### src/rtl/vend_pkg.sv
// rtl/vend_pkg.sv - shared vending typedefs, coin-dispenser state and coin types
package vend_pkg;

    localparam int unsigned AMOUNT_W = 5;

    // Money held in nickel units (dime = 2).
    typedef logic [AMOUNT_W-1:0] nickel_units_t;

    typedef enum logic [2:0] {
        IDLE,
        SELECT,
        PULSE,
        WAIT_ACK,
        GAP,
        DONE,
        FAULT
    } dispense_state_t;

    typedef enum logic {
        NICKEL,
        DIME
    } coin_t;

    // Value of one dispensed coin in nickel units.
    function automatic nickel_units_t coin_value(input coin_t c);
        return (c == DIME) ? nickel_units_t'(2) : nickel_units_t'(1);
    endfunction

endpackage

### src/rtl/change_dispenser_if.sv
// rtl/change_dispenser_if.sv - payout request / hopper / status signal bundle
//   start, amount, dime_empty, hopper_ack : toward the dispenser
//   nickel_out, dime_out, busy, done, fault, remaining : from the dispenser
interface change_dispenser_if;
    import vend_pkg::*;

    logic          start;
    nickel_units_t amount;
    logic          dime_empty;
    logic          hopper_ack;
    logic          nickel_out;
    logic          dime_out;
    logic          busy;
    logic          done;
    logic          fault;
    nickel_units_t remaining;

    // The dispenser itself.
    modport slave (
        input  start, amount, dime_empty, hopper_ack,
        output nickel_out, dime_out, busy, done, fault, remaining
    );

    // The vending controller / hopper side.
    modport master (
        output start, amount, dime_empty, hopper_ack,
        input  nickel_out, dime_out, busy, done, fault, remaining
    );
endinterface

### src/rtl/cycle_timer.sv
// rtl/cycle_timer.sv - loadable down-counter that parks at zero
//   clk, rst (async active-low), load, value[WIDTH] : load value on load
//   expired : count has reached zero
module cycle_timer #(
    parameter int unsigned WIDTH = 8
) (
    input  logic             clk,
    input  logic             rst,
    input  logic             load,
    input  logic [WIDTH-1:0] value,
    output logic             expired
);

    logic [WIDTH-1:0] count;

    // Loading N-1 makes expired rise on the Nth cycle after the load.
    always_ff @(posedge clk or negedge rst) begin
        if (!rst) begin
            count <= '0;
        end else if (load) begin
            count <= value;
        end else if (count != '0) begin
            count <= count - WIDTH'(1);
        end
    end

    assign expired = (count == '0);

endmodule

### src/rtl/change_dispenser.sv
// rtl/change_dispenser.sv - coin change dispenser, dimes first, nickel fallback
//   clk, rst (async active-low)
//   bus.slave : start/amount request, dime_empty, hopper_ack in;
//               nickel_out/dime_out solenoids, busy, done, fault, remaining out
module change_dispenser
    import vend_pkg::*;
#(
    parameter int unsigned PULSE_CYCLES = 10,
    parameter int unsigned GAP_CYCLES   = 5,
    parameter int unsigned ACK_TIMEOUT  = 50
) (
    input  logic              clk,
    input  logic              rst,
    change_dispenser_if.slave bus
);

    localparam int unsigned T_MAX =
        (PULSE_CYCLES > GAP_CYCLES)
            ? ((PULSE_CYCLES > ACK_TIMEOUT) ? PULSE_CYCLES : ACK_TIMEOUT)
            : ((GAP_CYCLES   > ACK_TIMEOUT) ? GAP_CYCLES   : ACK_TIMEOUT);
    localparam int unsigned TIMER_W = $clog2(T_MAX + 1);

    dispense_state_t state;
    coin_t           coin;
    nickel_units_t   remaining_q;
    logic            ack_seen;
    logic            nickel_q;
    logic            dime_q;
    logic            busy_q;
    logic            done_q;
    logic            fault_q;

    logic               phase_load;
    logic [TIMER_W-1:0] phase_value;
    logic               phase_expired;
    logic               ack_load;
    logic               ack_expired;
    logic               ack_take;
    logic               coin_go;
    nickel_units_t      step;

    assign coin_go  = (state == SELECT) && (remaining_q != '0);
    assign ack_take = ((state == PULSE) || (state == WAIT_ACK))
                      && bus.hopper_ack && !ack_seen;
    assign step     = coin_value(coin);

    // One timer paces the pulse and then the gap; they never overlap.
    always_comb begin
        phase_load  = 1'b0;
        phase_value = TIMER_W'(PULSE_CYCLES - 1);
        if (coin_go) begin
            phase_load  = 1'b1;
        end else if ((state == WAIT_ACK) && (ack_seen || ack_take)) begin
            phase_load  = 1'b1;
            phase_value = TIMER_W'(GAP_CYCLES - 1);
        end
    end

    // The ack window runs across the pulse, so it needs its own timer.
    assign ack_load = coin_go;

    cycle_timer #(.WIDTH(TIMER_W)) u_phase_timer (
        .clk     (clk),
        .rst     (rst),
        .load    (phase_load),
        .value   (phase_value),
        .expired (phase_expired)
    );

    cycle_timer #(.WIDTH(TIMER_W)) u_ack_timer (
        .clk     (clk),
        .rst     (rst),
        .load    (ack_load),
        .value   (TIMER_W'(ACK_TIMEOUT - 1)),
        .expired (ack_expired)
    );

    always_ff @(posedge clk or negedge rst) begin
        if (!rst) begin
            state       <= IDLE;
            coin        <= NICKEL;
            remaining_q <= '0;
            ack_seen    <= 1'b0;
            nickel_q    <= 1'b0;
            dime_q      <= 1'b0;
            busy_q      <= 1'b0;
            done_q      <= 1'b0;
            fault_q     <= 1'b0;
        end else begin
            done_q <= 1'b0;

            // Only the first ack of a coin is credited; the pulse keeps going.
            if (ack_take) begin
                ack_seen    <= 1'b1;
                remaining_q <= (remaining_q > step) ? remaining_q - step : '0;
            end

            case (state)
                IDLE: begin
                    if (bus.start) begin
                        remaining_q <= bus.amount;
                        busy_q      <= 1'b1;
                        state       <= SELECT;
                    end
                end
                SELECT: begin
                    ack_seen <= 1'b0;
                    if (remaining_q == '0) begin
                        busy_q <= 1'b0;
                        done_q <= 1'b1;
                        state  <= DONE;
                    end else if ((remaining_q >= nickel_units_t'(2)) && !bus.dime_empty) begin
                        coin   <= DIME;
                        dime_q <= 1'b1;
                        state  <= PULSE;
                    end else begin
                        coin     <= NICKEL;
                        nickel_q <= 1'b1;
                        state    <= PULSE;
                    end
                end
                PULSE: begin
                    if (phase_expired) begin
                        nickel_q <= 1'b0;
                        dime_q   <= 1'b0;
                        state    <= WAIT_ACK;
                    end
                end
                WAIT_ACK: begin
                    if (ack_seen || ack_take) begin
                        state <= GAP;
                    end else if (ack_expired) begin
                        busy_q  <= 1'b0;
                        fault_q <= 1'b1;
                        state   <= FAULT;
                    end
                end
                GAP: begin
                    if (phase_expired) begin
                        state <= SELECT;
                    end
                end
                DONE: begin
                    state <= IDLE;
                end
                FAULT: begin
                    state <= FAULT;
                end
                default: begin
                    state <= IDLE;
                end
            endcase
        end
    end

    assign bus.nickel_out = nickel_q;
    assign bus.dime_out   = dime_q;
    assign bus.busy       = busy_q;
    assign bus.done       = done_q;
    assign bus.fault      = fault_q;
    assign bus.remaining  = remaining_q;

endmodule

### src/flat_wrapper.sv
// flat-port wrapper written by rule: the top's interface ports become plain ports
module change_dispenser_flat import vend_pkg::*;
#(
    parameter int unsigned PULSE_CYCLES = 10,
    parameter int unsigned GAP_CYCLES   = 5,
    parameter int unsigned ACK_TIMEOUT  = 50
)
  (clk, rst, bus_start, bus_amount, bus_dime_empty, bus_hopper_ack, bus_nickel_out, bus_dime_out, bus_busy, bus_done, bus_fault, bus_remaining);
  change_dispenser_if bus_i ();
  input  logic clk;
  input  logic rst;
  input wire logic [$bits(bus_i.start)-1:0] bus_start;
  input wire logic [$bits(bus_i.amount)-1:0] bus_amount;
  input wire logic [$bits(bus_i.dime_empty)-1:0] bus_dime_empty;
  input wire logic [$bits(bus_i.hopper_ack)-1:0] bus_hopper_ack;
  output wire logic [$bits(bus_i.nickel_out)-1:0] bus_nickel_out;
  output wire logic [$bits(bus_i.dime_out)-1:0] bus_dime_out;
  output wire logic [$bits(bus_i.busy)-1:0] bus_busy;
  output wire logic [$bits(bus_i.done)-1:0] bus_done;
  output wire logic [$bits(bus_i.fault)-1:0] bus_fault;
  output wire logic [$bits(bus_i.remaining)-1:0] bus_remaining;
  assign bus_i.start = bus_start;
  assign bus_i.amount = bus_amount;
  assign bus_i.dime_empty = bus_dime_empty;
  assign bus_i.hopper_ack = bus_hopper_ack;
  assign bus_nickel_out = bus_i.nickel_out;
  assign bus_dime_out = bus_i.dime_out;
  assign bus_busy = bus_i.busy;
  assign bus_done = bus_i.done;
  assign bus_fault = bus_i.fault;
  assign bus_remaining = bus_i.remaining;
  change_dispenser #(.PULSE_CYCLES(PULSE_CYCLES), .GAP_CYCLES(GAP_CYCLES), .ACK_TIMEOUT(ACK_TIMEOUT)) u_core (.clk(clk), .rst(rst), .bus(bus_i));
endmodule
### config.mk
export PLATFORM = sky130hd
export DESIGN_NAME = change_dispenser_flat
export DESIGN_NICKNAME = d
export VERILOG_FILES = /design/src/rtl/vend_pkg.sv /design/src/rtl/change_dispenser_if.sv /design/src/rtl/cycle_timer.sv /design/src/rtl/change_dispenser.sv /design/src/flat_wrapper.sv
export SDC_FILE = /design/constraint.sdc
export NUM_CORES = 1
export LEC_CHECK = 0
export CORE_ASPECT_RATIO = 1.4
export CORE_MARGIN = 5
export CORE_UTILIZATION = 40
export CTS_BUF_LIST = sky130_fd_sc_hd__clkbuf_4 sky130_fd_sc_hd__clkbuf_8
export DETAILED_ROUTE_END_ITERATION = 8
export DONT_BUFFER_PORTS = 1
export SLEW_MARGIN = 25
export SYNTH_ARGS = -nofsm -noshare
export SYNTH_HDL_FRONTEND = slang
export SYNTH_SLANG_ARGS = --single-unit
### constraint.sdc
create_clock -name clk -period 2.9 [get_ports clk]
set_input_delay 0.58 -clock clk [delete_from_list [all_inputs] [get_ports clk]]
set_output_delay 0.58 -clock clk [all_outputs]
set_load 0.01 [all_outputs]
[After elaboration in Yosys (flattened, before gate mapping)]
Cells that the tools add are included.
Widths: inputs -> output; s select.
Storage, ports and cells
  latch bits: 0
  bits in writable memories: 0
  bits in registers: 27
  output and inout bits: 10
  bits in read-only memories: 0
  memories: 0
Cells by class
  reductions and logical operators: 27
  mux-type cells: 37
  shifts and indexed selects: 0
  bitwise logic cells: 2
  add/subtract/negate cells: 3
  divide/modulo/power cells: 0
  equality and inequality tests: 15
  magnitude comparators: 2
  $mul: 0
Operator list (count)
  $mux 6: 5
  $mux 5: 4
  $mux 3: 6
  $pmux 3 s6: 1
  $mux 1: 16
  $logic_not 6->1: 2
  $ne 2x2->1 const B: 6
  $reduce_and 4->1: 3
  $reduce_bool 6->1: 2
  $sub 6x1->6 const B: 2
  $reduce_bool 2->1: 4
  $eq 3x2->1 const B: 2
  $eq 3x3->1 const B: 2
  $ne 2x1->1 const B: 3
  $ge 5x2->1 const B: 1
  $gt 5x5->1: 1
  $logic_and 1x1->1: 5
  $logic_not 5->1: 1
  $reduce_and 5->1: 1
  $reduce_bool 5->1: 1
  $sub 5x5->5: 1
  $mux 4: 1
  $pmux 1 s2: 2
  $eq 3x1->1 const B: 1
  other kinds (10): 13

[Longest topological paths before layout]
Gate-level depths: netlist (run 1).
  depth in word-level cells: 9
  mapped depth: 7

[Cells and area by module]
A second synthesis (run 1) with hierarchy kept.
Unflattened totals
  cells, all modules: 176
  area total of the unflattened synthesis: 1677.9 um2
By module, submodules not included
  change_dispenser: area each 877.1 um2, instances 1, cells each 96
  cycle_timer: area each 400.4 um2, instances 2, cells each 40

[Least setup slack after synthesis (run 1)]
Ideal clock, no wire load.
  path type: reg-to-reg
  start: register u_core.remaining_q[0], in the netlist u_core.bus.remaining[0]
  end: register u_core.remaining_q[4], in the netlist u_core.bus.remaining[4]
  buffers on the path: 0
  arrival time: 2.141 ns
  path slack: 0.677 ns
  cell stages (with the launch flop): 8
  cell sequence: dfrtp_1 -> inv_1 -> ha_1 -> inv_1 -> fa_1 -> or4_1 -> or3b_1 -> a31oi_1
Between the ends
  cells in the longest elaborated chain, start to end: 5
  elaborated cells on any way between the ends: 6
Ends and longest elaborated chain
  start: declaration: line change_dispenser.sv:25  | nickel_units_t remaining_q;
  start signal: assignment: line change_dispenser.sv:95  | remaining_q <= (remaining_q > step) ? remaining_q - step : '0;
  start signal: assignment: line change_dispenser.sv:101  | remaining_q <= bus.amount;
  $sub 5x5->5 / $gt 5x5->1 (equally long branches): line change_dispenser.sv:95
  $mux 5 *: line change_dispenser.sv:95
  $mux 5 *: line change_dispenser.sv:93  | if (ack_take) begin
  $mux 5: line change_dispenser.sv:100  | if (bus.start) begin
  $mux 5 *: line change_dispenser.sv:98  | case (state)
Mark *: on every way between the ends. The rest lies on a longest branch, timed or not.
A chain may end at the register's enable or synchronous reset.

[Worst setup path after layout (run 1)]
Ends and elaborated chain as after synthesis.

==> load_flow_metrics.sql, run 1 <==
INSERT INTO impl_metrics (metric_group, metric, value, unit) VALUES
('logic_synthesis', 'post-synth-top-count-cell', 'sky130_fd_sc_hd__dfrtp_1', ''),
('setup_path', 'critical-path-slowest-cell', 'sky130_fd_sc_hd__or4_1', ''),
('setup_path', 'worst-endpoint-required', '3.10', 'ns'),
('logic_synthesis', 'yosys-top-cells-count', 'sky130_fd_sc_hd__dfrtp_1 (27), sky130_fd_sc_hd__nor2_1 (22), sky130_fd_sc_hd__nand2_1 (13)', ''),
('status', 'run_status', 'finished, final reports clean', ''),
('logic_synthesis', 'netlist.top_cell.by_area', 'sky130_fd_sc_hd__dfrtp_1', ''),
('logic_synthesis', 'flip_flop_cell_with_the_highest_count_after_synthesis', 'sky130_fd_sc_hd__dfrtp_1', ''),
('grt', 'pin_count_of_the_biggest_net_entering_global_routing', '28', ''),
('logic_synthesis', 'post_synth_edffs', '0', ''),
('die', 'dieHeight', '81.6', 'um'),
('route', 'vias', '1139', ''),
('worst_hold_path', 'min-delay-path-class', 'in -> async', ''),
('power_and_ir_drop', 'finalPower', '0.00176', 'W'),
('route', 'tritonroute_pass_1_iters', '4', ''),
('clocking', 'clk_pin_slew_worst_paths', '0.10', 'ns'),
('route', 'post-route-drc-count', '0', ''),
('clocking', 'hold_buffers', '1', ''),
('placed_design', 'gp_congestion', '0.792', ''),
('logic_synthesis', 'syn-num-nets', '174', ''),
('layout', 'utilization', '43.5', '%'),
('route', 'dr.first_iter.drc_count', '39', ''),
('route', 'drt-vias-per-instance', '5.70', ''),
('sta', 'max_transition_margin', '60.0', '%'),
('logic_synthesis', 'synthesis.yosys.warnings', '0', ''),
('route', 'drtAntennaViolNets', '0', ''),
('sta', 'clock-skew-final', '0.00772', 'ns'),
('grt', 'grt_first_pass_wirelength', '5.26', 'mm'),
('logic_synthesis', 'post_synth_num_cell_types', '40', ''),
('sta', 'maxSlewViolCount', '0', ''),
('setup_path', 'path_cells', 'inv_1 -> ha_1 -> inv_1 -> fa_1 -> or4_1 -> or3b_1 -> a31oi_1', ''),
('die', 'rows', '26', ''),
('route', 'routedWlPerCell', '15.0', 'um'),
('sta', 'final_min_period_over_clock_period', '82.1', '%'),
('setup_path', 'criticalPathCategory', 'reg -> reg', ''),
('placed_design', 'preCtsSetupSlack', '0.516', 'ns'),
('sta', 'finalHoldViolCount', '0', ''),
('grt', 'via_count_of_the_first_global_routing_pass', '1159', ''),
('die', 'start_util', '40.6', '%'),
('logic_synthesis', 'synth.ff_latch_count', '27', ''),
('power_and_ir_drop', 'power.density', '1120', 'nW/um^2'),
('placed_design', 'dpl.hpwl', '2.33', 'mm'),
('logic_synthesis', 'synth_top_cell_area_share', '46.1', '%'),
('clocking', 'cts.sink_count', '27', ''),
('layout', 'area.growth.synth_to_final', '7.26', '%'),
('route', 'route.final.wire_length', '3.00', 'mm'),
('logic_synthesis', 'synth_top_area_cells', 'sky130_fd_sc_hd__dfrtp_1 (46%), sky130_fd_sc_hd__nor2_1 (5.6%), sky130_fd_sc_hd__ha_1 (5.1%)', ''),
('grt', 'antenna_found_initial', '0', ''),
('placed_design', 'io_buffers', '0', ''),
('setup_path', 'critical-path-max-stage-delay', '0.55', 'ns'),
('sta', 'max_freq', '420', 'MHz'),
('setup_path', 'critical_path.endpoint_type', 'flip-flop', ''),
('setup_path', 'critPathLaunchType', 'flip-flop', ''),
('clocking', 'tritoncts_clock_tree', 'built', ''),
('setup_path', 'critPathMostFrequentCell', 'sky130_fd_sc_hd__inv_1', ''),
('die', 'design.die.area', '4990', 'sq um'),
('setup_path', 'worst_ep_arrival_time', '2.58', 'ns'),
('clocking', 'cts_setup_buffers', '0', ''),
('grt', 'remaining_overflow_grt', '0', ''),
('sta', 'setup_viol_count_final', '0', ''),
('clocking', 'clockBufferDepth', '2', ''),
('sta', 'timing_worst_slew_pin_value', '0.591', 'ns'),
('layout', 'ratio_of_cells_with_drive_above_1_in_the_final_layout', '4.43', '%'),
('layout', 'antenna-diode-count', '0', ''),
('clocking', 'cts_root_buffer', 'sky130_fd_sc_hd__clkbuf_8', ''),
('clocking', 'inserted_clock_buffers', '3', ''),
('logic_synthesis', 'syn_area', '1470', 'sq um'),
('grt', 'grt_util_all_layers', '14.1', '%'),
('die', 'dieWidth', '61.2', 'um'),
('power_and_ir_drop', 'vdd_drop_max', '482', 'uV'),
('clocking', 'clock_latency', '0.28', 'ns'),
('die', 'floorplan.io_pins', '20', '');
[cells in the final DEF, fill, tap and decap left out, types with 2 or more instances in the layout]
cell	netlist	final
sky130_fd_sc_hd__mux2i_1	2	2
sky130_fd_sc_hd__nand3_1	3	3
sky130_fd_sc_hd__or3_1	3	3
sky130_fd_sc_hd__o21ai_1	2	2
sky130_fd_sc_hd__or4_1	2	2
sky130_fd_sc_hd__nand2b_1	3	3
sky130_fd_sc_hd__o31ai_1	2	2
sky130_fd_sc_hd__nor2_1	22	22
sky130_fd_sc_hd__o21a_1	2	2
sky130_fd_sc_hd__nand3b_1	4	4
sky130_fd_sc_hd__a31oi_1	5	5
sky130_fd_sc_hd__ha_1	6	6
sky130_fd_sc_hd__dfrtp_1	27	27
sky130_fd_sc_hd__nor3_1	4	4
sky130_fd_sc_hd__nor2b_1	4	4
sky130_fd_sc_hd__xnor2_1	5	5
sky130_fd_sc_hd__clkbuf_8	0	3
sky130_fd_sc_hd__inv_1	10	10
sky130_fd_sc_hd__a21oi_1	7	7
sky130_fd_sc_hd__o21ai_0	5	5
sky130_fd_sc_hd__xor2_1	3	3
sky130_fd_sc_hd__o211ai_1	2	2
sky130_fd_sc_hd__nand2_1	13	13
[cell families after synthesis]
group | after synthesis | synth area share (%)
AND/OR/NAND/NOR | 66 | 22.9
AO/OA/AOI/OAI | 33 | 14.8
buffers and inverters | 14 | 3.59
adder cells (fa/ha/maj) | 7 | 6.49
flip-flops | 27 | 46.1
XOR/XNOR | 8 | 4.78
multiplexers | 2 | 1.37
[area by class of cell]
cell class / instances / area [sq um]
clock inverters: 1 / 7.51
repair buffers: 1 / 20.0
flip-flops and latches: 27 / 676
clock buffers: 3 / 41.3
fillers: 350 / 2040
multi-input cells: 116 / 737
inverters: 10 / 37.5
well taps: 42 / 52.6
[critical path: cells and delay by family (launching register included)]
kind | cells | cell delay [ns]
flip-flops | 1 | 0.49
buffers and inverters | 2 | 0.15
adder cells (fa/ha/maj) | 2 | 0.56
AO/OA/AOI/OAI | 1 | 0.16
AND/OR/NAND/NOR | 2 | 0.94
[per-stage QoR]
stage	hold slack [ns]	cell area, sq um	instances
6_report	0.107	1570	200
5_1_grt	0.0983	1570	200
4_1_cts	0.103	1570	200
3_5_place_dp	0.286	1500	195
3_3_place_gp	0.286	1500	195
2_1_floorplan	0.284	1470	157
[power breakdown]
part | switching (W) | internal [W]
Sequential | 0.000226 | 0.000551
Combinational | 0.000414 | 0.000351
Clock | 0.000119 | 0.0000975
Total | 0.000759 | 0.000999
[layer usage]
metal  vias up  routed length (um)  global-route usage (%)
li1        553                   -                       -
met1       556                1220                    16.4
met2        24                1550                    23.3
met4         0                  73                    6.94
met3         6                 158                    3.77
met5         -                   0                       0
[state kept, by name, summed over array words and instances, names as in the netlist]
register and cells:
u_core.u_ack_timer.count 6, u_core.u_phase_timer.count 6, u_core.bus.remaining 5, u_core.state 3, u_core.ack_seen 1, u_core.bus.busy 1
u_core.bus.dime_out 1, u_core.bus.done 1, u_core.bus.fault 1, u_core.bus.nickel_out 1, u_core.coin 1
[worst paths after layout]
check                           slack (ns)                                 endpoint  cells after the start                                     from
worst max-delay path                  0.52        u_core.bus.remaining[4]$_DFF_PN0_                      7        u_core.bus.remaining[0]$_DFF_PN0_
worst min-delay path                  0.11  u_core.u_ack_timer.count[5]$_DFFE_PN0P_                      1                                      rst
worst max register to register        0.52        u_core.bus.remaining[4]$_DFF_PN0_                      7        u_core.bus.remaining[0]$_DFF_PN0_
worst min register to register        0.52  u_core.u_ack_timer.count[4]$_DFFE_PN0P_                      2  u_core.u_ack_timer.count[4]$_DFFE_PN0P_
max in group asynchronous             2.63        u_core.bus.remaining[2]$_DFF_PN0_                      1                                      rst
min in group clk                      0.46        u_core.bus.remaining[0]$_DFF_PN0_                      2                            bus_amount[0]
No activity file was read; power rests on OpenSTA's default activity.
==> run 2, diff against run 1 <==
==> constraint.sdc (replaced) <==
create_clock -name clk -period 2.2 [get_ports clk]
set_input_delay 0.44 -clock clk [delete_from_list [all_inputs] [get_ports clk]]
set_output_delay 0.44 -clock clk [all_outputs]
set_load 0.01 [all_outputs]
==> run 2 against run 1 <==
  * Register-to-register slack worse by 0.45 ns
  * Sequential share of layout area down 1.7 points
  * Critical path depth stayed put
  * Power up 38%
  * Largest power group is now combinational cells
==> load_flow_metrics.sql, run 2 (same netlist as run 1, synthesis figures left out) <==
INSERT INTO impl_metrics (metric_group, metric, value, unit) VALUES
('placed_design', 'preCtsSetupSlack', '-0.00302', 'ns'),
('status', 'run_status', 'finished, final reports clean', ''),
('die', 'start_util', '40.6', '%'),
('sta', 'finalHoldViolCount', '0', ''),
('setup_path', 'critical_path.endpoint_type', 'flip-flop', ''),
('die', 'design.die.area', '4990', 'sq um'),
('clocking', 'tritoncts_clock_tree', 'built', ''),
('layout', 'antenna-diode-count', '0', ''),
('setup_path', 'path_cells', 'inv_1 -> ha_1 -> inv_1 -> fa_2 -> or4_4 -> or3b_1 -> a31oi_1', ''),
('route', 'dr.first_iter.drc_count', '38', ''),
('route', 'drtAntennaViolNets', '0', ''),
('layout', 'utilization', '45.4', '%'),
('layout', 'final_cell_count_without_fillers', '208', ''),
('layout', 'fill_cell_total_of_the_finished_layout', '347', ''),
('die', 'floorplan.io_pins', '20', ''),
('clocking', 'ctsHtreeMaxLevel', '1', ''),
('setup_path', 'critPathLaunchType', 'flip-flop', ''),
('sta', 'final_min_period_over_clock_period', '96.8', '%'),
('power_and_ir_drop', 'switching_share_of_power', '42.5', '%'),
('power_and_ir_drop', 'power.density', '1480', 'nW/um^2'),
('setup_path', 'critPathMostFrequentCell', 'sky130_fd_sc_hd__inv_1', ''),
('layout', 'final_net_count', '184', ''),
('route', 'route.final.wire_length', '3.19', 'mm'),
('grt', 'pin_count_of_the_biggest_net_entering_global_routing', '28', ''),
('job', 'max_cap_viol_count', '0', ''),
('setup_path', 'ff2ff_path_depth', '7', ''),
('sta', 'setup_viol_count_final', '0', ''),
('sta', 'maxSlewViolCount', '0', ''),
('route', 'tritonroute_pass_1_iters', '4', ''),
('placed_design', 'io_buffers', '0', ''),
('layout', 'top_library_cells_by_usage_in_the_layout_fill_and_taps_aside', 'sky130_fd_sc_hd__dfrtp_1 (26), sky130_fd_sc_hd__nor2_1 (22), sky130_fd_sc_hd__nand2_1 (13)', ''),
('grt', 'grt_util_all_layers', '15.0', '%'),
('sta', 'max_freq', '470', 'MHz'),
('setup_path', 'critical-path-slowest-cell', 'sky130_fd_sc_hd__or4_4', ''),
('setup_path', 'criticalPathCategory', 'reg -> reg', ''),
('layout', 'ratio_of_cells_with_drive_above_1_in_the_final_layout', '10.2', '%'),
('die', 'rows', '26', ''),
('setup_path', 'critical-path-max-stage-delay', '0.49', 'ns'),
('die', 'dieHeight', '81.6', 'um'),
('grt', 'via_count_of_the_first_global_routing_pass', '1284', ''),
('sta', 'timing_worst_slew_pin_value', '0.501', 'ns'),
('clocking', 'clock_latency', '0.28', 'ns'),
('setup_path', 'worst-endpoint-required', '2.41', 'ns'),
('power_and_ir_drop', 'power.share.sequential', '39.1', '%'),
('worst_hold_path', 'hold_path_end', 'u_core.bus.remaining[4]$_DFF_PN0_', ''),
('setup_path', 'r2r_start', 'u_core.bus.remaining[0]$_DFF_PN0_', ''),
('power_and_ir_drop', 'reported_net_switching_power', '0.00103', 'W'),
('setup_path', 'worst_ep_arrival_time', '2.33', 'ns'),
('layout', 'area.growth.synth_to_final', '11.9', '%'),
('placed_design', 'gp_congestion', '0.909', ''),
('setup_path', 'timing.critical_path.fanout_max', '3', ''),
('clocking', 'inserted_clock_buffers', '3', ''),
('power_and_ir_drop', 'internal_power', '0.00140', 'W'),
('sta', 'final_period_minus_worst_setup_slack', '2.13', 'ns'),
('grt', 'antenna_found_initial', '0', ''),
('power_and_ir_drop', 'power_frac_comb', '49.3', '%'),
('setup_path', 'crit-reg2reg-capture', 'u_core.bus.remaining[4]$_DFF_PN0_', ''),
('setup_path', 'timing.critical_path.buf_inv', '2', ''),
('sta', 'grt_setup_unrepaired', 'false', ''),
('route', 'routedWlPerCell', '15.4', 'um'),
('sta', 'setup_ws', '0.0715', 'ns'),
('grt', 'grt_first_pass_wirelength', '5.73', 'mm'),
('route', 'post-route-drc-count', '0', ''),
('power_and_ir_drop', 'vdd_drop_max', '664', 'uV'),
('route', 'vias', '1177', ''),
('clocking', 'cts_setup_buffers', '0', ''),
('placed_design', 'dpl.hpwl', '2.44', 'mm'),
('setup_path', 'setup.reg_to_reg.worst_slack', '0.07', 'ns'),
('clocking', 'clockBufferDepth', '2', ''),
('sta', 'clock-skew-final', '0.00813', 'ns'),
('die', 'dieWidth', '61.2', 'um'),
('worst_hold_path', 'min-delay-path-class', 'in -> reg', ''),
('setup_path', 'critical-path-top-delay-family', 'simple AND/OR/NAND/NOR gates', ''),
('clocking', 'cts_root_buffer', 'sky130_fd_sc_hd__clkbuf_8', ''),
('sta', 'max_transition_margin', '66.1', '%'),
('placed_design', 'numPlacedInstances', '202', ''),
('worst_hold_path', 'min_from', 'bus_amount[4]', ''),
('die', 'core_box_area', '3610', 'sq um'),
('power_and_ir_drop', 'static-leakage-power', '0.717', 'nW'),
('layout', 'mostFrequentLayoutCell', 'sky130_fd_sc_hd__dfrtp_1', ''),
('route', 'drt-vias-per-instance', '5.66', ''),
('clocking', 'clk_pin_slew_worst_paths', '0.09', 'ns'),
('worst_hold_path', 'hold_path_depth', '2', ''),
('power_and_ir_drop', 'clkPwrFrac', '11.6', '%'),
('clocking', 'cts.sink_count', '27', ''),
('grt', 'remaining_overflow_grt', '0', '');
[run 2: worst max-delay path by stage]
stage	from	to	slack, ns	depth (start not counted)
3_3_place_gp	u_core.bus.remaining[0]$_DFF_PN0_	u_core.bus.remaining[4]$_DFF_PN0_	0.06	7
4_1_cts	u_core.coin$_DFFE_PN0P_	u_core.bus.remaining[4]$_DFF_PN0_	0.05	7
6_report	u_core.bus.remaining[0]$_DFF_PN0_	u_core.bus.remaining[4]$_DFF_PN0_	0.07	7
5_1_grt	u_core.coin$_DFFE_PN0P_	u_core.bus.remaining[4]$_DFF_PN0_	0.004	7
3_5_place_dp	u_core.bus.remaining[0]$_DFF_PN0_	u_core.bus.remaining[4]$_DFF_PN0_	-0.003	7
2_1_floorplan	u_core.bus.remaining[0]$_DFF_PN0_	u_core.bus.remaining[4]$_DFF_PN0_	0.05	7
[run 2: what timing repair did]
item                       4_1_cts  5_1_grt
gates resized for setup          2        0
hold endpoints to repair        27        0
hold buffers                     2        0
setup endpoints to repair        1        0
[run 2: power by group through the flow]
stage               sequential, W  clock, W  combinational (W)
floorplan                0.000941         0           0.000860
global placement         0.000951         0            0.00114
detailed placement       0.000962         0            0.00118
CTS                      0.000956  0.000296            0.00121
global route             0.000994  0.000315            0.00137
finish                   0.000950  0.000283            0.00120
[run 2: metrics by stage]
step | area (sq um) | power [W] | TNS [ns] | hold WS (ns)
after floorplan | 1470 | 0.00180 | 0 | 0.144
after global placement | 1560 | 0.00209 | 0 | 0.145
after detailed placement | 1560 | 0.00214 | -0.00302 | 0.145
after CTS | 1640 | 0.00246 | 0 | 0.313
after global routing | 1640 | 0.00268 | 0 | 0.316
final | 1640 | 0.00243 | 0 | 0.323
[run 2: area by class of cell]
class | count | area [sq um] | area share, %
flip-flops and latches | 27 | 677 | 41.3
multi-input cells | 116 | 743 | 45.3
well taps | 42 | 52.6 | 3.21
repair buffers | 9 | 82.6 | 5.04
clock inverters | 1 | 5.00 | 0.305
inverters | 10 | 37.5 | 2.29
clock buffers | 3 | 41.3 | 2.52
[run 2: metal layers]
| layer | share of wire (%) | global-route usage [%] | up-vias | wire length, um |
|---|---|---|---|---|
| li1 | - | - | 568 | - |
| met1 | 40 | 16.3 | 572 | 1270 |
| met2 | 51 | 26.3 | 27 | 1640 |
| met3 | 5.6 | 4.09 | 10 | 180 |
| met4 | 3.3 | 7.16 | 0 | 104 |
| met5 | 0 | 0 | - | 0 |
